`src/rtl/uart_link.sv`:
```
// uart_link: single-clock 8N1 UART endpoint (transmitter + receiver).
//
// Both directions use the same bit period, CLKS_PER_BIT, which is derived
// from CLK_FREQ_HZ / BAUD_RATE rounded to nearest. CLKS_PER_BIT must be >= 4.
//
// Ports:
//   clk            system clock, rising edge
//   rst            asynchronous active-high reset
//   byte_in_data   TX byte               byte_in_valid  TX byte offered
//   byte_in_ready  TX can accept a byte (registered)
//   bit_out        serial line out, idle high
//   bit_in         serial line in, asynchronous to clk
//   byte_out_data  received byte, stable while byte_out_valid=1
//   byte_out_valid received byte available
//   byte_out_ready consumer accepts the byte
//   rx_frame_err   one-cycle pulse: stop bit sampled low, byte discarded
//   rx_overrun     one-cycle pulse: good byte dropped, holding register full
module uart_link #(
  parameter int CLK_FREQ_HZ = 100000000,
  parameter int BAUD_RATE   = 3000000
) (
  input  logic       clk,
  input  logic       rst,
  input  logic [7:0] byte_in_data,
  input  logic       byte_in_valid,
  output logic       byte_in_ready,
  output logic       bit_out,
  input  logic       bit_in,
  output logic [7:0] byte_out_data,
  output logic       byte_out_valid,
  input  logic       byte_out_ready,
  output logic       rx_frame_err,
  output logic       rx_overrun
);

  localparam int CLKS_PER_BIT = (CLK_FREQ_HZ + BAUD_RATE / 2) / BAUD_RATE;
  localparam int CNT_W        = $clog2(CLKS_PER_BIT);
  localparam logic [CNT_W-1:0] BIT_LAST  = CNT_W'(CLKS_PER_BIT - 1);
  localparam logic [CNT_W-1:0] HALF_LAST = CNT_W'(CLKS_PER_BIT / 2 - 1);

  typedef enum logic [1:0] {ST_IDLE, ST_START, ST_DATA, ST_STOP} state_t;

  // ---------------- TX ----------------
  state_t           tx_state_reg, tx_state_next;
  logic [CNT_W-1:0] tx_cnt_reg, tx_cnt_next;
  logic [2:0]       tx_idx_reg, tx_idx_next;
  logic [7:0]       tx_shift_reg, tx_shift_next;
  logic             tx_bit_reg, tx_bit_next;
  logic             tx_ready_reg, tx_ready_next;
  logic             tx_bit_end;
  logic             tx_accept;

  assign tx_bit_end = (tx_cnt_reg == BIT_LAST);
  assign tx_accept  = byte_in_valid && tx_ready_reg;

  always_ff @(posedge clk or posedge rst) begin
    if (rst) begin
      tx_state_reg <= ST_IDLE;
      tx_cnt_reg   <= '0;
      tx_idx_reg   <= '0;
      tx_shift_reg <= '0;
      tx_bit_reg   <= 1'b1;
      tx_ready_reg <= 1'b0;
    end else begin
      tx_state_reg <= tx_state_next;
      tx_cnt_reg   <= tx_cnt_next;
      tx_idx_reg   <= tx_idx_next;
      tx_shift_reg <= tx_shift_next;
      tx_bit_reg   <= tx_bit_next;
      tx_ready_reg <= tx_ready_next;
    end
  end

  always_comb begin
    tx_state_next = tx_state_reg;
    case (tx_state_reg)
      ST_IDLE:  if (tx_accept) tx_state_next = ST_START;
      ST_START: if (tx_bit_end) tx_state_next = ST_DATA;
      ST_DATA:  if (tx_bit_end && tx_idx_reg == 3'd7) tx_state_next = ST_STOP;
      ST_STOP:  if (tx_bit_end) tx_state_next = ST_IDLE;
      default:  tx_state_next = ST_IDLE;
    endcase
  end

  // bit_out is registered and loaded one bit ahead: the value for the next
  // bit period is computed on the last cycle of the current one.
  always_comb begin
    tx_cnt_next   = tx_bit_end ? '0 : tx_cnt_reg + CNT_W'(1);
    tx_idx_next   = tx_idx_reg;
    tx_shift_next = tx_shift_reg;
    tx_bit_next   = tx_bit_reg;
    tx_ready_next = 1'b0;
    case (tx_state_reg)
      ST_IDLE: begin
        tx_cnt_next   = '0;
        tx_bit_next   = 1'b1;
        tx_ready_next = 1'b1;
        if (tx_accept) begin
          tx_shift_next = byte_in_data;
          tx_idx_next   = '0;
          tx_bit_next   = 1'b0;
          tx_ready_next = 1'b0;
        end
      end
      ST_START: if (tx_bit_end) tx_bit_next = tx_shift_reg[0];
      ST_DATA: begin
        if (tx_bit_end) begin
          if (tx_idx_reg == 3'd7) begin
            tx_bit_next = 1'b1;
          end else begin
            tx_bit_next   = tx_shift_reg[1];
            tx_shift_next = {1'b0, tx_shift_reg[7:1]};
            tx_idx_next   = tx_idx_reg + 3'd1;
          end
        end
      end
      ST_STOP: if (tx_bit_end) tx_ready_next = 1'b1;
      default: ;
    endcase
  end

  assign byte_in_ready = tx_ready_reg;
  assign bit_out       = tx_bit_reg;

  // ---------------- RX ----------------
  logic             rx_sync1_reg, rx_sync2_reg, rx_prev_reg;
  state_t           rx_state_reg, rx_state_next;
  logic [CNT_W-1:0] rx_cnt_reg, rx_cnt_next;
  logic [2:0]       rx_idx_reg, rx_idx_next;
  logic [7:0]       rx_shift_reg, rx_shift_next;
  logic [7:0]       out_data_reg, out_data_next;
  logic             out_valid_reg, out_valid_next;
  logic             frame_err_reg, frame_err_next;
  logic             overrun_reg, overrun_next;
  logic             rx_bit_end, rx_half_end;

  assign rx_bit_end  = (rx_cnt_reg == BIT_LAST);
  assign rx_half_end = (rx_cnt_reg == HALF_LAST);

  always_ff @(posedge clk or posedge rst) begin
    if (rst) begin
      rx_sync1_reg  <= 1'b1;
      rx_sync2_reg  <= 1'b1;
      rx_prev_reg   <= 1'b1;
      rx_state_reg  <= ST_IDLE;
      rx_cnt_reg    <= '0;
      rx_idx_reg    <= '0;
      rx_shift_reg  <= '0;
      out_data_reg  <= '0;
      out_valid_reg <= 1'b0;
      frame_err_reg <= 1'b0;
      overrun_reg   <= 1'b0;
    end else begin
      rx_sync1_reg  <= bit_in;
      rx_sync2_reg  <= rx_sync1_reg;
      rx_prev_reg   <= rx_sync2_reg;
      rx_state_reg  <= rx_state_next;
      rx_cnt_reg    <= rx_cnt_next;
      rx_idx_reg    <= rx_idx_next;
      rx_shift_reg  <= rx_shift_next;
      out_data_reg  <= out_data_next;
      out_valid_reg <= out_valid_next;
      frame_err_reg <= frame_err_next;
      overrun_reg   <= overrun_next;
    end
  end

  // Timing is anchored only to the start edge; data-bit edges are ignored.
  always_comb begin
    rx_state_next = rx_state_reg;
    case (rx_state_reg)
      ST_IDLE:  if (rx_prev_reg && !rx_sync2_reg) rx_state_next = ST_START;
      ST_START: if (rx_half_end) rx_state_next = rx_sync2_reg ? ST_IDLE : ST_DATA;
      ST_DATA:  if (rx_bit_end && rx_idx_reg == 3'd7) rx_state_next = ST_STOP;
      ST_STOP:  if (rx_bit_end) rx_state_next = ST_IDLE;
      default:  rx_state_next = ST_IDLE;
    endcase
  end

  always_comb begin
    rx_cnt_next    = rx_cnt_reg + CNT_W'(1);
    rx_idx_next    = rx_idx_reg;
    rx_shift_next  = rx_shift_reg;
    out_data_next  = out_data_reg;
    out_valid_next = out_valid_reg && !byte_out_ready;
    frame_err_next = 1'b0;
    overrun_next   = 1'b0;
    case (rx_state_reg)
      ST_IDLE: begin
        rx_cnt_next = '0;
        rx_idx_next = '0;
      end
      ST_START: if (rx_half_end) rx_cnt_next = '0;
      ST_DATA: begin
        if (rx_bit_end) begin
          rx_cnt_next   = '0;
          rx_shift_next = {rx_sync2_reg, rx_shift_reg[7:1]};
          rx_idx_next   = rx_idx_reg + 3'd1;
        end
      end
      ST_STOP: begin
        if (rx_bit_end) begin
          rx_cnt_next = '0;
          if (!rx_sync2_reg) begin
            frame_err_next = 1'b1;
          end else if (!out_valid_reg || byte_out_ready) begin
            // Holding register free, or being emptied on this same edge.
            out_data_next  = rx_shift_reg;
            out_valid_next = 1'b1;
          end else begin
            overrun_next = 1'b1;
          end
        end
      end
      default: ;
    endcase
  end

  assign byte_out_data  = out_data_reg;
  assign byte_out_valid = out_valid_reg;
  assign rx_frame_err   = frame_err_reg;
  assign rx_overrun     = overrun_reg;

endmodule

```
`config.mk`:
```
export PLATFORM = sky130hd
export DESIGN_NAME = uart_link
export DESIGN_NICKNAME = d
export VERILOG_FILES = /design/src/rtl/uart_link.sv
export SDC_FILE = /design/constraint.sdc
export NUM_CORES = 1
export LEC_CHECK = 0
export BUFFER_PORTS_ARGS = -buffer_cell sky130_fd_sc_hd__buf_2
export CAP_MARGIN = 20
export CORE_UTILIZATION = 52
export DETAILED_ROUTE_END_ITERATION = 6
export PLACE_DENSITY = 0.75
export SLEW_MARGIN = 20
export SYNTH_ARGS = -nofsm -noshare
export SYNTH_HDL_FRONTEND = slang
export SYNTH_SLANG_ARGS = --single-unit
```
`constraint.sdc`:
```
create_clock -name clk -period 1.9 [get_ports clk]
set_input_delay 0.285 -clock clk [delete_from_list [all_inputs] [get_ports clk]]
set_output_delay 0.285 -clock clk [all_outputs]
set_load 0.1 [all_outputs]
```
==> flow_metrics.py <==
metrics = {
    "sta": {
        "setup_ws_ns": -0.0684,
        "drv_slew": 0,
        "final-hold-violation-count": 0,
        "fin_crit_sh_pct": 104,
        "fmax_mhz": 508,
        "period_needed_ns": 1.97,
        "rsz0062_at_grt": "yes",
        "setup_viol": 9,
        "slew_headroom_pct": 64.1,
        "tightestPinTransition_ns": 0.532,
        "final.setup_skew_ns": 0.0144,
        "tns_ns": -0.383,
    },
    "place": {
        "port-buffer-count": 25,
        "hpwl_um": 2820,
        "dpl_cell_area_um2": 2810,
        "placed_cells": 282,
        "dp_slack_ns": -0.0655,
        "gp_congestion": 0.797,
    },
    "logic_synthesis": {
        "synth.distinct_cells": 39,
        "ys_seq_elements": 54,
        "ys_async_sr_fraction_pct": 100,
        "synth-compound-area-share_pct": 6.72,
        "synthFlopType": "dfrtp_1",
        "synth_simple_gate_area_share_pct": 12.2,
        "syn_area_um2": 2510,
        "yosys.area.top_type": "dfrtp_1",
        "synth_xor_area_share_pct": 2.79,
        "ys.warnings.count": 0,
        "synth_edf_count": 0,
        "avgSynthCellArea_um2": 12.8,
        "syn_nets": 222,
        "synthAdderAreaFrac_pct": 6.47,
        "synthMuxAreaShare_pct": 15.7,
        "synth_top_family_by_area": "multiplexers",
        "ys_seq_area_share_pct": 53.9,
        "synth_top_area_share_pct": 49.8,
        "syn_inst": 196,
        "synth_area_leaders": "dfrtp_1 (50%), mux2_2 (15%), ha_1 (6.5%)",
    },
    "grt": {
        "grt_pass1_wl_um": 7290,
        "first_global_vias": 1573,
        "grt_overflow": 0,
        "antenna_found_initial": 0,
        "grt.total_usage_pct": 18.3,
        "grt_max_degree": 31,
    },
    "setup_path": {
        "crit_required_ns": 2.10,
        "critPathMaxFanout": 3,
        "r2r-end": "tx_state_reg[1]",
        "crit_path_end_kind": "flop",
        "path_class": "reg -> reg",
        "crit_path_start_kind": "flop",
        "r2r_cells": 7,
        "regToRegSetupSlack_ns": -0.07,
        "r2r_start": "tx_cnt_reg[1]",
        "cp_data_arrival_time_ns": 2.17,
    },
    "clock_network": {
        "htreeDepth": 2,
        "cts.clk_slew.worst_paths_ns": 0.10,
        "clk_latency_ns": 0.31,
        "cts_made_buffers": 5,
        "cts_tree": "built",
        "cts_setup_buffers": 0,
        "cts.sinks": 54,
        "clockBufferDepth": 2,
        "clockRootBuffer": "clkbuf_8",
    },
    "die": {
        "io_pins": 26,
        "core_um2": 4500,
        "die_h_um": 71.5,
        "die_w_um": 71.5,
        "start_util_pct": 55.8,
        "dieArea_um2": 5120,
        "row_count": 24,
    },
    "power": {
        "ir_drop_mv": 0.716,
        "p_per_area_nw_per_um2": 1300,
        "p_leak_nw": 1.47,
    },
    "final_layout": {
        "fin_nets": 264,
        "drive_gt1_share_pct": 40.2,
        "mostFrequentLayoutCells": "dfrtp_1 (49), mux2_2 (27), buf_2 (25)",
        "antenna_cells": 0,
        "design_area_um2": 2980,
        "areaGrowthSynthToFinish_pct": 18.3,
        "layout_commonest_cell": "dfrtp_1",
        "stdcell_count": 291,
    },
    "drt": {
        "post-route-drc-count": 0,
        "drt_iter0_drc": 43,
        "wire_per_inst_um": 13.7,
        "detail-route-antenna-nets": 0,
        "num_vias": 1568,
        "vias_per_cell": 5.39,
        "totalWireLength_um": 4000,
        "firstDrtPassIters": 4,
    },
    "min_path": {
        "hold_depth": 1,
        "min_from": "bit_in",
        "min_to": "rx_sync1_reg",
        "hp-class": "in -> reg",
    },
    "run": {
        "drv_cap": 0,
    },
    "run_status": {
        "status": "finished, violations left",
        "violations": "negative setup slack",
    },
}
cell usage after synthesis, drive strengths merged, types with 3 or more instances:
cell,count
dfrtp,50
mux2,35
ha,13
nor2,12
inv,9
nor3,9
nand2,8
nand3,6
dfstp,4
xnor2,4
xor2,4
a21oi,3
a22o,3
a32o,3
clkbuf,3
nor2b,3
o21ai,3
power breakdown:
| group | switching [mW] | internal, mW | leakage (nW) | total [mW] |
|---|---|---|---|---|
| Clock | 0.381 | 0.401 | 0.0563 | 0.782 |
| Combinational | 0.731 | 0.779 | 0.705 | 1.51 |
| Sequential | 0.188 | 1.39 | 0.705 | 1.58 |
| Total | 1.30 | 2.57 | 1.47 | 3.87 |
per-stage QoR:
stage | hold WS [ns] | power [mW] | util [%]
after floorplan | 0.289 | 2.64 | -
after CTS | 0.0593 | 3.90 | 66.1
after global placement | 0.210 | 2.94 | 62.5
after detailed placement | 0.210 | 2.98 | 62.5
after global routing | 0.0442 | 4.12 | 66.1
final | 0.0640 | 3.87 | 66.1
cell families (layout without fill, tap and decap cells):
logic type / after synthesis / count (layout)
flops: 54 / 54
compound gates: 22 / 22
mux: 35 / 35
fa+ha+maj: 13 / 13
buf+inv: 14 / 57
simple gates: 50 / 50
xor+xnor: 8 / 8
area by class of cell:
cell class,instances,area (um^2)
Fill cell,326,1530
Sequential cell,54,1360
Multi-Input combinational cell,128,1130
Timing Repair Buffer,40,269
Clock buffer,5,68.8
Tap cell,52,65.1
Clock inverter,3,48.8
Inverter,9,33.8
worst max-delay path by stage:
stage                       start               to  slack, ns  depth (start not counted)
floorplan           tx_cnt_reg[0]  tx_shift_reg[0]     0.0008                          7
global placement    tx_cnt_reg[0]  tx_state_reg[1]      -0.01                          7
detailed placement  tx_cnt_reg[1]  tx_state_reg[1]      -0.07                          7
CTS                 tx_cnt_reg[1]  tx_state_reg[1]      -0.07                          7
global route        tx_cnt_reg[1]    tx_idx_reg[0]      -0.15                          6
finish              tx_cnt_reg[1]  tx_state_reg[1]      -0.07                          7
worst max-delay path, stage by stage (launching register included):
cell	delay, ns
dfrtp_1	0.40
inv_1	0.06
ha_1	0.12
or3b_4	0.39
buf_4	0.15
o31a_1	0.26
a21boi_2	0.17
mux2_4	0.31
metal layers:
metal | part of all wire (%) | global-route usage (%) | wire length, um
met1 | 51 | 25.8 | 2060
met2 | 45 | 28.9 | 1800
met3 | 2.2 | 4.22 | 86
met4 | 1.3 | 5.23 | 51
met5 | 0 | 0 | 0
repair_timing:
item	in CTS	in global routing
endpoints found under the hold margin	5	0
endpoints found under the setup margin	9	12
resized for setup	9	0
hold buffers	1	0
pin swaps	0	0
Power figures use the tool's default switching activity.
